===== config.mk =====
export PLATFORM = sky130hd
export DESIGN_NAME = shared_pipe_scheduler
export DESIGN_NICKNAME = d
export VERILOG_FILES = /design/src/rtl/shared_pipe_scheduler.sv
export SDC_FILE = /design/constraint.sdc
export NUM_CORES = 1
export LEC_CHECK = 0
export BUFFER_PORTS_ARGS = -buffer_cell sky130_fd_sc_hd__buf_2
export CAP_MARGIN = 20
export CORE_ASPECT_RATIO = 1.1
export CORE_MARGIN = 2
export CORE_UTILIZATION = 29
export DETAILED_ROUTE_END_ITERATION = 12
export SETUP_SLACK_MARGIN = 0.02
export SLEW_MARGIN = 20
export SYNTH_ARGS = -nofsm -noshare
export SYNTH_HDL_FRONTEND = slang
export SYNTH_SLANG_ARGS = --single-unit

===== constraint.sdc =====
create_clock -name clk_i -period 2.8 [get_ports clk_i]
set_input_delay 0.14 -clock clk_i [delete_from_list [all_inputs] [get_ports clk_i]]
set_output_delay 0.14 -clock clk_i [all_outputs]
set_load 0.005 [all_outputs]

===== src/rtl/shared_pipe_scheduler.sv =====
// Round-robin scheduler for one fixed-latency pipelined resource shared by NUM_REQ requesters.
// A {valid, tag} token follows each issue through the pipe so results return to their owners.
module shared_pipe_scheduler #(
  parameter int unsigned NUM_REQ      = 4,
  parameter int unsigned PIPE_LATENCY = 3,
  localparam int unsigned SelW        = $clog2(NUM_REQ),
  localparam int unsigned CntW        = $clog2(PIPE_LATENCY + 1)
) (
  input  logic               clk_i,
  input  logic               reset_ni,
  input  logic [NUM_REQ-1:0] req_i,
  input  logic               hold_i,
  input  logic               flush_i,
  output logic [NUM_REQ-1:0] gnt_o,
  output logic               issue_valid_o,
  output logic [SelW-1:0]    issue_sel_o,
  output logic               pipe_en_o,
  output logic [NUM_REQ-1:0] res_valid_o,
  output logic [SelW-1:0]    res_sel_o,
  output logic               busy_o
);

  localparam int unsigned Last = PIPE_LATENCY - 1;

  logic [SelW-1:0]         ptr_q, ptr_d;
  logic [PIPE_LATENCY-1:0] vld_q, vld_d;
  logic [SelW-1:0]         tag_q [PIPE_LATENCY];
  logic [SelW-1:0]         tag_d [PIPE_LATENCY];
  logic [CntW-1:0]         cnt_q, cnt_d;
  logic                    arb_en, found, retire, out_en;
  int unsigned             arb_idx;

  assign arb_en = reset_ni & ~hold_i & ~flush_i;

  // Scan from ptr+1 upward with wrap; first set request wins.
  always_comb begin
    gnt_o       = '0;
    issue_sel_o = '0;
    found       = 1'b0;
    arb_idx     = 0;
    if (arb_en) begin
      for (int unsigned i = 1; i <= NUM_REQ; i++) begin
        arb_idx = (32'(ptr_q) + i) % NUM_REQ;
        if (!found && req_i[arb_idx]) begin
          found          = 1'b1;
          gnt_o[arb_idx] = 1'b1;
          issue_sel_o    = SelW'(arb_idx);
        end
      end
    end
  end

  assign issue_valid_o = found;
  assign ptr_d         = found ? issue_sel_o : ptr_q;
  assign pipe_en_o     = ~hold_i;

  always_comb begin
    vld_d = vld_q;
    tag_d = tag_q;
    if (flush_i) begin
      vld_d = '0;
    end else if (!hold_i) begin
      vld_d[0] = issue_valid_o;
      tag_d[0] = issue_sel_o;
      for (int k = 1; k < int'(PIPE_LATENCY); k++) begin
        vld_d[k] = vld_q[k-1];
        tag_d[k] = tag_q[k-1];
      end
    end
  end

  assign retire = vld_q[Last] & ~hold_i;

  always_comb begin
    cnt_d = cnt_q;
    if (flush_i) begin
      cnt_d = '0;
    end else if (issue_valid_o && !retire) begin
      cnt_d = cnt_q + CntW'(1);
    end else if (!issue_valid_o && retire) begin
      cnt_d = cnt_q - CntW'(1);
    end
  end

  always_ff @(posedge clk_i) begin
    if (!reset_ni) begin
      ptr_q <= SelW'(NUM_REQ - 1);
      vld_q <= '0;
      cnt_q <= '0;
      for (int k = 0; k < int'(PIPE_LATENCY); k++) tag_q[k] <= '0;
    end else begin
      ptr_q <= ptr_d;
      vld_q <= vld_d;
      cnt_q <= cnt_d;
      for (int k = 0; k < int'(PIPE_LATENCY); k++) tag_q[k] <= tag_d[k];
    end
  end

  // A held last stage is shown only once hold drops; flushed or reset tokens never strobe.
  assign out_en = vld_q[Last] & ~hold_i & ~flush_i & reset_ni;

  always_comb begin
    res_valid_o = '0;
    res_sel_o   = '0;
    if (out_en) begin
      res_valid_o[tag_q[Last]] = 1'b1;
      res_sel_o                = tag_q[Last];
    end
  end

  assign busy_o = (cnt_q != '0);

endmodule

# Word level (Yosys, flattened, before mapping)
# Index checks and enable logic that the tools add are counted.
[word_totals]
register_bits = 13
input_bits = 8
output_inout_bits = 15
wordCells = 95
[op_classes]
addsub = 6
n_lt_le_gt_ge = 10
n_mux = 43
bitwise = 11
reduce_logical = 19
[op_table]
columns = ["operator", "n"]
rows = [
  ["2-to-1 mux 4 bit", 9],
  ["2-to-1 mux 1 bit", 17],
  ["2-to-1 mux 2 bit", 8],
  ["less-than comparator 2 x 3 -> 1 bit, second input constant", 5],
  ["bitwise OR 4 bit", 3],
  ["demux 1 bit (select 2 bit)", 5],
  [">= comparator 2 x 1 -> 1 bit, second input constant", 5],
  ["logical AND 1 bit", 10],
  ["binary-select mux 1 bit (select 2 bit)", 4],
  ["adder 2 x 1 -> 2 bit, second input constant", 3],
  ["bitwise AND 1 bit", 5],
  ["zero test 1 bit", 5],
  ["adder 2 bit, second input constant", 2],
  ["nonzero test 2 bit", 2],
  ["NOT 1 bit", 3],
  ["AND reduction 2 bit", 1],
  ["OR reduction 2 bit", 1],
  ["subtractor 2 x 1 -> 2 bit, second input constant", 1],
]

# Logic depth before layout (Yosys ltp)
# Gate-level depths: netlist of run 1.
[logic_depth]
ltp_word = 21
depth_mapped = 10

# Worst setup path before layout of run 1
# Ideal clock, no wire load.
[synth_timing]
path_kind = "register to register"
from = "reg ptr_q[0]"
to = "reg cnt_q[1]"
arrival_time_ps = 2978
required_time_ps = 2730
slack_ps = -248
stages_incl_launch_ff = 9
path_buffers = 1
path_cell_list = "dfxtp_1 buf_2 inv_1 ha_1 mux4_2 o41a_1 ha_1 or3_1 a21oi_1"
[synth_between]
elab_chain_len = 20
elab_cells_between_ends = 31
[synth_rtl]
columns = ["item", "line_no", "rtl"]
rows = [
  ["start: declaration", "25", "logic [SelW-1:0] ptr_q, ptr_d;"],
  ["start signal: assignment", "87", "ptr_q <= SelW'(NUM_REQ - 1);"],
  ["start signal: assignment", "92", "ptr_q <= ptr_d;"],
  ["adder 2 x 1 -> 2 bit", "43", "arb_idx = (32'(ptr_q) + i) % NUM_REQ;"],
  ["binary-select mux 1 bit (select 2 bit)", "44", "if (!found && req_i[arb_idx]) begin"],
  ["2-to-1 mux 1 bit (implied by the code)", "44", ""],
  ["2-to-1 mux 1 bit", "44", ""],
  ["2-to-1 mux 1 bit", "41", "if (arb_en) begin"],
  ["zero test 1 bit", "44", ""],
  ["logical AND 1 bit", "44", ""],
  ["2-to-1 mux 1 bit", "44", ""],
  ["[5 not listed]", "-", ""],
  ["zero test 1 bit", "44", ""],
  ["logical AND 1 bit", "44", ""],
  ["2-to-1 mux 1 bit (*)", "44", ""],
  ["2-to-1 mux 1 bit (*)", "41", ""],
  ["via issue_valid_o", "15", "output logic issue_valid_o,"],
  ["zero test 1 bit", "80", "end else if (!issue_valid_o && retire) begin"],
  ["logical AND 1 bit", "80", ""],
  ["nonzero test 2 bit (no source line)", "-", ""],
  ["end signal: assignment", "94", "cnt_q <= cnt_d;"],
  ["end: declaration", "29", "logic [CntW-1:0] cnt_q, cnt_d;"],
]
# Mark *: on every way through the listed nets, which the timed path passes. The rest lies on a longest branch. The select of a mux whose other input is x is not followed.
# A chain may end at the register's enable or synchronous reset.

# Final worst setup path of run 1
[layout_timing]
from = "reg ptr_q[0]"
to = "out issue_sel_o[1]"
[layout_between]
elab_chain_len = 17
elab_cells_between_ends = 29
[layout_rtl]
columns = ["item", "line_no", "rtl"]
rows = [
  ["adder 2 x 1 -> 2 bit", "43", ""],
  ["binary-select mux 1 bit (select 2 bit)", "44", ""],
  ["2-to-1 mux 1 bit (implied by the code)", "44", ""],
  ["2-to-1 mux 1 bit", "44", ""],
  ["2-to-1 mux 1 bit", "41", ""],
  ["zero test 1 bit", "44", ""],
  ["logical AND 1 bit", "44", ""],
  ["2-to-1 mux 1 bit", "44", ""],
  ["2-to-1 mux 1 bit", "41", ""],
  ["zero test 1 bit", "44", ""],
  ["logical AND 1 bit", "44", ""],
  ["2-to-1 mux 1 bit", "44", ""],
  ["2-to-1 mux 1 bit", "41", ""],
  ["zero test 1 bit", "44", ""],
  ["logical AND 1 bit", "44", ""],
  ["2-to-1 mux 2 bit (*)", "44", ""],
  ["2-to-1 mux 2 bit (*)", "41", ""],
  ["end: declaration", "16", "output logic [SelW-1:0] issue_sel_o,"],
]
# Mark *: on every way between the ends. The rest lies on a longest branch, timed or not. The select of a mux whose other input is x is not followed.

==> results of run 1 <==
-- flip-flops by register name, indices dropped and copies added, names as in the netlist --
signal,count
vld_q,3
cnt_q,2
ptr_q,2
tag_q,6
-- synthesized netlist by cell type (2+ instances only) --
library cell  number
nand2_1           16
nor3_1             2
o41a_1             2
clkbuf_1           4
and3_1             2
nor2b_1            5
o21bai_1           2
o21ai_0            2
a21boi_0           4
nand3b_1           3
mux4_2             3
nor2_1             5
a21oi_1           10
dfxtp_1           13
mux2i_1            7
a22o_1             4
inv_1              4
and2_1             2
or2_1              3
xor2_1             2
ha_1               9
o21a_1             2
-- what timing repair did --
| action | 4_1_cts | 5_1_grt |
|---|---|---|
| gates resized for setup | 0 | 2 |
| setup buffers | 0 | 0 |
| setup endpoints to repair | 0 | 2 |
-- layout by cell type (no fill, tap or decap), types with 3 or more instances in the layout --
cell      Yosys  routed
buf_2         1      22
nand2_1      16      16
dfxtp_1      13      11
a21oi_1      10      10
ha_1          9       8
buf_4         0       8
mux2i_1       7       7
nor2_1        5       5
a22o_1        4       4
a21boi_0      4       4
mux4_2        3       3
or2_1         3       3
nor2b_1       5       3
nand3b_1      3       3
inv_1         4       3
clkbuf_8      0       3
-- worst max-delay path, cell delays in order (launching register included) --
cell and delay (ns):
dfxtp_4 0.34, buf_4 0.22, mux4_2 0.63, nor2b_2 0.27
nor3_1 0.07, a211oi_1 0.39, o21a_1 0.18, buf_2 0.11
-- how the worst min path moves through the flow --
stage,to,start,cells after the start
after detailed placement,vld_q[0]$_SDFFE_PP0N_,vld_q[0]$_SDFFE_PP0N_,2
after global routing,vld_q[0]$_SDFFE_PP0N_,hold_i,3
after CTS,vld_q[0]$_SDFFE_PP0N_,hold_i,3
after global placement,tag_q[3]$_SDFFE_PN0P_,tag_q[5]$_SDFFE_PN0P_,2
final,vld_q[0]$_SDFFE_PP0N_,hold_i,3
after floorplan,tag_q[3]$_SDFFE_PN0P_,flush_i,3
-- layout make-up --
cell class	instances	area [sq um]
Timing Repair Buffer	30	170
Multi-Input combinational cell	99	782
Tap cell	50	62.6
Clock buffer	4	45.0
Fill cell	384	2260
Inverter	4	15.0
Sequential cell	13	265
-- stage by stage --
| stage | hold WS (ns) | total power, mW | worst slack, ns | util (%) | instance area, sq um |
|---|---|---|---|---|---|
| 2_1_floorplan | 0.361 | 0.346 | 0.0326 | - | 1090 |
| 3_3_place_gp | 0.449 | 0.389 | 0.292 | 35.9 | 1290 |
| 3_5_place_dp | 0.454 | 0.396 | 0.241 | 35.9 | 1290 |
| 4_1_cts | 0.215 | 0.556 | 0.100 | 37.1 | 1340 |
| 5_1_grt | 0.237 | 0.593 | 0.0422 | 37.3 | 1340 |
| 6_report | 0.215 | 0.552 | 0.216 | 37.3 | 1340 |
-- kinds of logic after synthesis --
group,share of synthesized area [%]
compound gates,22.2
xor+xnor,1.64
fa+ha+maj,10.5
buf+inv,4.32
flops,24.3
mux,16.4
simple gates,20.7
-- layer usage --
layer,up-vias,global-route usage [%],part of all wire (%)
li1,497,-,-
met3,2,1.53,6.0
met5,-,0,0
met2,33,21.1,45
met4,0,3.99,0.36
met1,448,17.7,49
-- report_power, final --
group	internal, mW	leakage (nW)	switching, mW
registers	0.193	0.105	0.00393
clock network	0.0998	0.0228	0.0573
logic	0.0961	0.469	0.102
==> key figures, run 1 <==
Run status
  • Outcome: completed

Die
  • Initial Utilization: 29.8%
  • Row Count: 23
  • I/O Pins: 23
  • Die area: 0.00420 sq mm
  • DIE HEIGHT: 67.7 microns
  • Core region area: 0.00360 sq mm
  • Chip Width: 61.9 microns

Critical path
  • Crit path capture type: primary output
  • R2r startpoint: ptr_q[0]$_SDFFE_PN1P_
  • Worst setup path class: register to primary output
  • R2R cell count: 7
  • Maximum fanout along the worst path: 16
  • Worst EP required: 2.66 ns
  • CP Capture Point: issue_sel_o[1]
  • Worst setup path start: ptr_q[0]$_SDFFE_PN1P_
  • Worst Path Arrival: 2.44 ns
  • Worst reg-to-reg setup slack: 0.24 ns
  • Crit start category: register
  • R2R Path End: cnt_q[1]$_SDFFE_PP0P_

Cells and area
  • N_diodes: 0
  • Fin nets: 168
  • Layout cell share with drive strength beyond 1: 30.7%
  • Layout Area Growth over Synthesis: 25.1%
  • Layout Cells excl Fill: 200

STA
  • Accumulated negative setup slack: 0 ns
  • Worst slew margin: 72.2%
  • F_max: 387 MHz
  • Final Hold Fails: 0
  • Worst Skew: 0.000814 ns
  • Min Tclk post-route: 2.58 ns
  • Final Setup Violations: 0
  • Fin crit share: 92.3%
  • Worst-Margin Slew: 0.415 ns
  • Pins Over Slew Limit: 0
  • RSZ-0062 raised after global routing: false

GRT
  • Gr usage total: 13.0%
  • Vias in the first global route: 888
  • Overflow left after global routing: 0
  • Largest net degree at the start of global routing: 17
  • Initial antenna violation count: 0
  • First-pass GRT wire length: 4170 microns

Routing
  • DR vias: 980
  • Routed WL per cell: 12.6 microns
  • Post-DRT Antenna Nets: 0
  • DRT Pass-1 Iters: 4
  • Post-Route WL: 2520 microns
  • DR vias/cell: 4.90
  • Detailed-route DRC error count: 0
  • Initial DRC count: 49

Synth
  • Count of cell types in the netlist: 38
  • Yosys top cell by area: dfxtp_1
  • Synth warn: 0
  • Gate Count Post-Synth: 122
  • Post-synthesis instance area: 0.00107 sq mm
  • Syn nets: 139
  • Flops & latches, synth: 13
  • Ys flop type: dfxtp_1
  • Synth area leaders: dfxtp_1, ha_1, mux2i_1, mux4_2, nand2_1
  • Post-synth top area share: 24.3%
  • Post-synth EDFFs: 0
  • Syn Area/Cell: 8.78 sq um
  • Post-synthesis sequential area ratio: 24.3%
  • Post-synth ARST share: 0%

Power
  • Peak supply drop: 0.187 mV
  • Pwr dens: 412 mW/mm^2
  • Lkg Pwr: 0.597 nW

Clocking
  • CTS Buf Count: 3
  • Worst-case clock buffer depth: 2
  • Cts hold-fix bufs: 0
  • Worst skew pair latency: 0.23 ns
  • Clock Sink Count: 13
  • CTS HTree Levels: 1
  • Clk slew on worst S/H paths: 0.05 ns
  • TritonCTS clock tree: done
  • CTS root buffer: clkbuf_8

Placed design
  • DPL Wire Length: 2010 microns
  • Number of port buffers: 22
  • Placed cell count: 196
  • Final Wtd Congestion: 0.875

Flow run
  • Max-cap violations: 0

Worst hold path
  • Hold WC Path Type: input port to register
(Power assumes the default switching activity.)
==> inputs of run 2 (changes only) <==
--- a/config.mk
+++ b/config.mk
@@ -7,7 +7,6 @@
 export LEC_CHECK = 0
 export BUFFER_PORTS_ARGS = -buffer_cell sky130_fd_sc_hd__buf_2
 export CAP_MARGIN = 20
-export CORE_ASPECT_RATIO = 1.1
 export CORE_MARGIN = 2
 export CORE_UTILIZATION = 29
 export DETAILED_ROUTE_END_ITERATION = 12
==> run 2 against run 1 <==
Compared with the run above: via count fell by 0.10%; die area barely moved; combinational power barely moved; worst setup slack got worse by 0.015 ns; core utilization fell by 0.30 points; global-route usage fell by 0.80 points; flip-flop and latch count did not move; critical path type is now register to register; largest power group is now registers.
==> key figures, run 2 (synthesis gave the netlist of run 1 again) <==
Die
  • Initial Utilization: 29.7%
  • Core region area: 0.00361 sq mm
  • I/O Pins: 23
  • Row Count: 22
  • DIE HEIGHT: 64.8 microns
  • Chip Width: 64.8 microns
  • Die area: 0.00420 sq mm

Cells and area
  • Max reg flops: 6
  • Most frequent cells in the layout: buf_2, nand2_1, dfxtp_1
  • Commonest non-fill, non-tap cell in the layout: buf_2
  • Largest reg by FF count: tag_q
  • N_diodes: 0
  • Final Cell Area: 0.00133 sq mm
  • Layout cell share with drive strength beyond 1: 30.2%
  • Regs by FF count: tag_q (6), vld_q (3)
  • Layout Area Growth over Synthesis: 24.4%
  • Fin nets: 167

Power
  • Lkg Pwr: 0.592 nW
  • Peak supply drop: 0.211 mV
  • Pwr dens: 415 mW/mm^2

Placed design
  • Number of port buffers: 22
  • Final Wtd Congestion: 0.812
  • Area after DPL: 0.00128 sq mm
  • DPL Wire Length: 1970 microns

Worst hold path
  • Hold path depth: 3
  • Hold WC Path Type: input port to register

STA
  • Fin crit share: 92.8%
  • Worst Skew: 0.00319 ns
  • F_max: 385 MHz
  • Worst-Margin Slew: 0.313 ns
  • Final Hold Fails: 0
  • Accumulated negative setup slack: 0 ns
  • Final Setup Violations: 0
  • Pins Over Slew Limit: 0
  • Worst slew margin: 79.1%
  • Min Tclk post-route: 2.60 ns
  • RSZ-0062 raised after global routing: false

GRT
  • Gr usage total: 12.2%
  • Largest net degree at the start of global routing: 17
  • GRT Max-Usage Layer: met2
  • Met2 GRT Util: 22.0%
  • Overflow left after global routing: 0
  • Met1 Usage GRT: 14.6%
  • First-pass GRT wire length: 4080 microns
  • Vias in the first global route: 937
  • Met3 GRT Util: 1.56%
  • Initial antenna violation count: 0

Clocking
  • CTS Buf Count: 3
  • Post-CTS Setup Bufs: 0
  • Clk slew on worst S/H paths: 0.05 ns
  • Cts hold-fix bufs: 0
  • TritonCTS clock tree: done
  • CTS HTree Levels: 1
  • Clock Sink Count: 13
  • CTS root buffer: clkbuf_8
  • Worst skew pair latency: 0.24 ns
  • # resized after CTS: 0
  • Worst-case clock buffer depth: 2

Routing
  • DR vias: 979
  • DRT Pass-1 Iters: 4
  • Routed WL per cell: 12.2 microns
  • Post-DRT Antenna Nets: 0
  • Initial DRC count: 46
  • Post-Route WL: 2400 microns
  • Detailed-route DRC error count: 0
  • DR vias/cell: 4.97

Critical path
  • Worst Path Arrival: 2.77 ns
  • Worst setup path start: ptr_q[0]$_SDFFE_PN1P_
  • CP Capture Point: cnt_q[1]$_SDFFE_PP0P_
  • Worst EP required: 2.97 ns
  • Worst reg-to-reg setup slack: 0.20 ns
  • R2r startpoint: ptr_q[0]$_SDFFE_PN1P_
  • Maximum fanout along the worst path: 6
  • Crit start category: register
  • R2R Path End: cnt_q[1]$_SDFFE_PP0P_
  • Crit path capture type: register
  • Worst setup path class: register to register
  • R2R cell count: 7

Run status
  • Outcome: completed

Flow run
  • Max-cap violations: 0
==> run 2: changes by cell type in the layout (fill, tap and decap cells not counted) <==
cell | previous run | this run
a211oi_1 | 1 | 0
a211oi_2 | 0 | 1
buf_4 | 8 | 7
nor2b_1 | 3 | 4
nor2b_2 | 2 | 1
==> run 2: area by class of cell <==
type,count,area (sq um)
Inverter,4,15.0
Sequential cell,13,265
Timing Repair Buffer,29,163
Clock buffer,4,45.0
Fill cell,376,2270
Multi-Input combinational cell,99,785
Tap cell,48,60.1
==> run 2: per-stage QoR <==
stage          hold WS, ns  power [mW]  util, %  std cells  setup slack, ns
3_5_place_dp         0.459       0.392     35.5        193            0.193
5_1_grt              0.243       0.590     37.0        197           0.0993
4_1_cts              0.226       0.556     36.7        197           0.0630
2_1_floorplan        0.361       0.346        -        122           0.0326
6_report             0.229       0.553     37.0        197            0.201
3_3_place_gp         0.446       0.386     35.5        193            0.251
==> run 2: worst max-delay path, cell delays in order, from the launching register on <==
cell     delay [ns]
dfxtp_4        0.34
inv_2          0.07
ha_4           0.30
mux4_2         0.52
o41a_1         0.46
ha_1           0.33
or3_1          0.37
a21oi_1        0.14
==> run 2: report_power, final <==
part           internal (mW)  switching, mW
Sequential             0.193        0.00390
Clock                  0.100         0.0602
Combinational         0.0936          0.103
Total                  0.386          0.167
==> run 2: layer usage <==
metal / wire [microns] / share of wire (%) / up-vias
met3: 129 / 5.4 / 2
met2: 1230 / 51 / 21
met1: 1040 / 43 / 460
met4: 12 / 0.50 / 0
met5: 0 / 0 / -
li1: - / - / 496
==> run 2: worst min path at each step <==
| stage | start | to | slack, ns |
|---|---|---|---|
| 2_1_floorplan | flush_i | tag_q[3]$_SDFFE_PN0P_ | 0.36 |
| 3_3_place_gp | vld_q[0]$_SDFFE_PP0N_ | vld_q[0]$_SDFFE_PP0N_ | 0.45 |
| 3_5_place_dp | tag_q[2]$_SDFFE_PN0P_ | tag_q[2]$_SDFFE_PN0P_ | 0.46 |
| 4_1_cts | hold_i | vld_q[0]$_SDFFE_PP0N_ | 0.23 |
| 5_1_grt | hold_i | vld_q[0]$_SDFFE_PP0N_ | 0.24 |
| 6_report | hold_i | vld_q[0]$_SDFFE_PP0N_ | 0.23 |
==> inputs of run 3 (changes only) <==
--- a/config.mk
+++ b/config.mk
@@ -7,9 +7,12 @@
 export LEC_CHECK = 0
 export BUFFER_PORTS_ARGS = -buffer_cell sky130_fd_sc_hd__buf_2
 export CAP_MARGIN = 20
+export CELL_PAD_IN_SITES_DETAIL_PLACEMENT = 1
+export CELL_PAD_IN_SITES_GLOBAL_PLACEMENT = 1
 export CORE_MARGIN = 2
 export CORE_UTILIZATION = 29
 export DETAILED_ROUTE_END_ITERATION = 12
+export PLACE_DENSITY_LB_ADDON = 0.1
 export SETUP_SLACK_MARGIN = 0.02
 export SLEW_MARGIN = 20
 export SYNTH_ARGS = -nofsm -noshare
==> run 3 against run 2 <==
Compared with the run above: die area unchanged; worst setup slack got worse by 0.059 ns; core utilization increased by 1.0 points; largest power group is now combinational cells.
==> key figures, run 3 (synthesis gave the netlist of run 1 again) <==
Run status
  • Outcome: completed

GRT
  • Vias in the first global route: 1019
  • Initial antenna violation count: 0
  • Gr usage total: 14.9%
  • Largest net degree at the start of global routing: 12
  • First-pass GRT wire length: 4910 microns
  • Overflow left after global routing: 0

Clocking
  • Worst skew pair latency: 0.24 ns
  • Worst-case clock buffer depth: 2
  • CTS root buffer: clkbuf_8
  • CTS HTree Levels: 1
  • TritonCTS clock tree: done
  • Clk slew on worst S/H paths: 0.06 ns
  • CTS Buf Count: 3
  • Cts hold-fix bufs: 0
  • Clock Sink Count: 13

Critical path
  • Maximum fanout along the worst path: 9
  • Crit start category: register
  • Crit path capture type: register
  • Worst EP required: 2.97 ns
  • Worst Path Arrival: 2.83 ns
  • Worst setup path class: register to register

Routing
  • DRT Pass-1 Iters: 3
  • Detailed-route DRC error count: 0
  • DR vias: 995
  • Initial DRC count: 23
  • DR vias/cell: 4.98
  • Post-DRT Antenna Nets: 0
  • Post-Route WL: 2790 microns
  • Routed WL per cell: 14.0 microns

Placed design
  • Placed cell count: 194
  • DPL Wire Length: 2150 microns
  • Number of port buffers: 22
  • Area after DPL: 0.00129 sq mm
  • Final Wtd Congestion: 0.712

Die
  • Chip Width: 64.8 microns
  • Row Count: 22
  • Die area: 0.00420 sq mm
  • DIE HEIGHT: 64.8 microns
  • Core region area: 0.00361 sq mm
  • Initial Utilization: 29.7%
  • I/O Pins: 23

STA
  • Worst-Margin Slew: 0.325 ns
  • Accumulated negative setup slack: 0 ns
  • Final Setup Violations: 0
  • Final Hold Fails: 0
  • F_max: 376 MHz
  • Worst Skew: 0.00294 ns
  • RSZ-0062 raised after global routing: true
  • Min Tclk post-route: 2.66 ns
  • Pins Over Slew Limit: 0
  • Hold WS: 0.231 ns
  • Worst slew margin: 78.3%
  • Fin crit share: 94.9%

Cells and area
  • Most frequent cells in the layout: buf_2, nand2_1, dfxtp_1
  • N_diodes: 0
  • Layout Cells excl Fill: 200
  • # fillers: 446
  • Fin nets: 170
  • Layout cell share with drive strength beyond 1: 33.6%
  • Commonest non-fill, non-tap cell in the layout: buf_2
  • Regs by FF count: tag_q (6), vld_q (3)
  • Largest reg by FF count: tag_q
  • Layout Area Growth over Synthesis: 27.9%
  • Max reg flops: 6
  • Final Cell Area: 0.00137 sq mm

Power
  • Peak supply drop: 0.244 mV
  • Power consumption: 583 uW
  • Pwr dens: 425 mW/mm^2
  • Lkg Pwr: 0.612 nW

Flow run
  • Max-cap violations: 0

Worst hold path
  • Hold WC Path Type: input port to register
-- run 3: worst paths after layout --
check | start | endpoint | slack [ns] | cells after the start
hold reg to reg | tag_q[3]$_SDFFE_PN0P_ | tag_q[1]$_SDFFE_PN0P_ | 0.47 | 2
hold / removal | hold_i | vld_q[0]$_SDFFE_PP0N_ | 0.23 | 3
setup reg to reg | ptr_q[0]$_SDFFE_PN1P_ | cnt_q[1]$_SDFFE_PP0P_ | 0.14 | 7
setup / recovery | ptr_q[0]$_SDFFE_PN1P_ | cnt_q[1]$_SDFFE_PP0P_ | 0.14 | 7
-- run 3: report_power, final --
| part | switching, mW | total [mW] | internal, mW |
|---|---|---|---|
| clock network | 0.0681 | 0.169 | 0.101 |
| registers | 0.00721 | 0.200 | 0.193 |
| logic | 0.109 | 0.214 | 0.105 |
| total | 0.184 | 0.583 | 0.399 |
-- run 3: layer usage --
metal	GRT usage [%]	vias to the layer above	share of wire [%]
met5	0	-	0
met4	2.39	0	0
met1	19.1	482	47
met2	25.3	12	50
met3	4.17	0	2.7
li1	-	501	-
-- run 3: per-stage QoR --
stage	worst slack (ns)	util [%]
floorplan	0.0326	-
global placement	0.195	35.7
detailed placement	0.144	35.7
CTS	0.0748	37.0
global route	0.00968	38.0
finish	0.142	38.0
-- run 3: critical path: stages, from the launching register on --
cell,delay (ns)
dfxtp_4,0.40
inv_2,0.09
ha_4,0.31
mux4_2,0.52
o41a_1,0.43
ha_1,0.32
or3_1,0.37
a21oi_1,0.15
-- run 3: cell type report --
class	count	area [sq um]	share of cell area [%]
tap	48	60.1	4.38
clock buffer	4	45.0	3.29
sequential	13	265	19.4
timing repair buffer	32	185	13.5
inverter	4	15.0	1.10
multi-input combinational	99	800	58.4
-- run 3: repair_timing --
action                     in CTS  in global routing
gates cloned                    0                  0
resized for setup               1                  5
setup buffers                   0                  2
setup endpoints to repair       1                  5
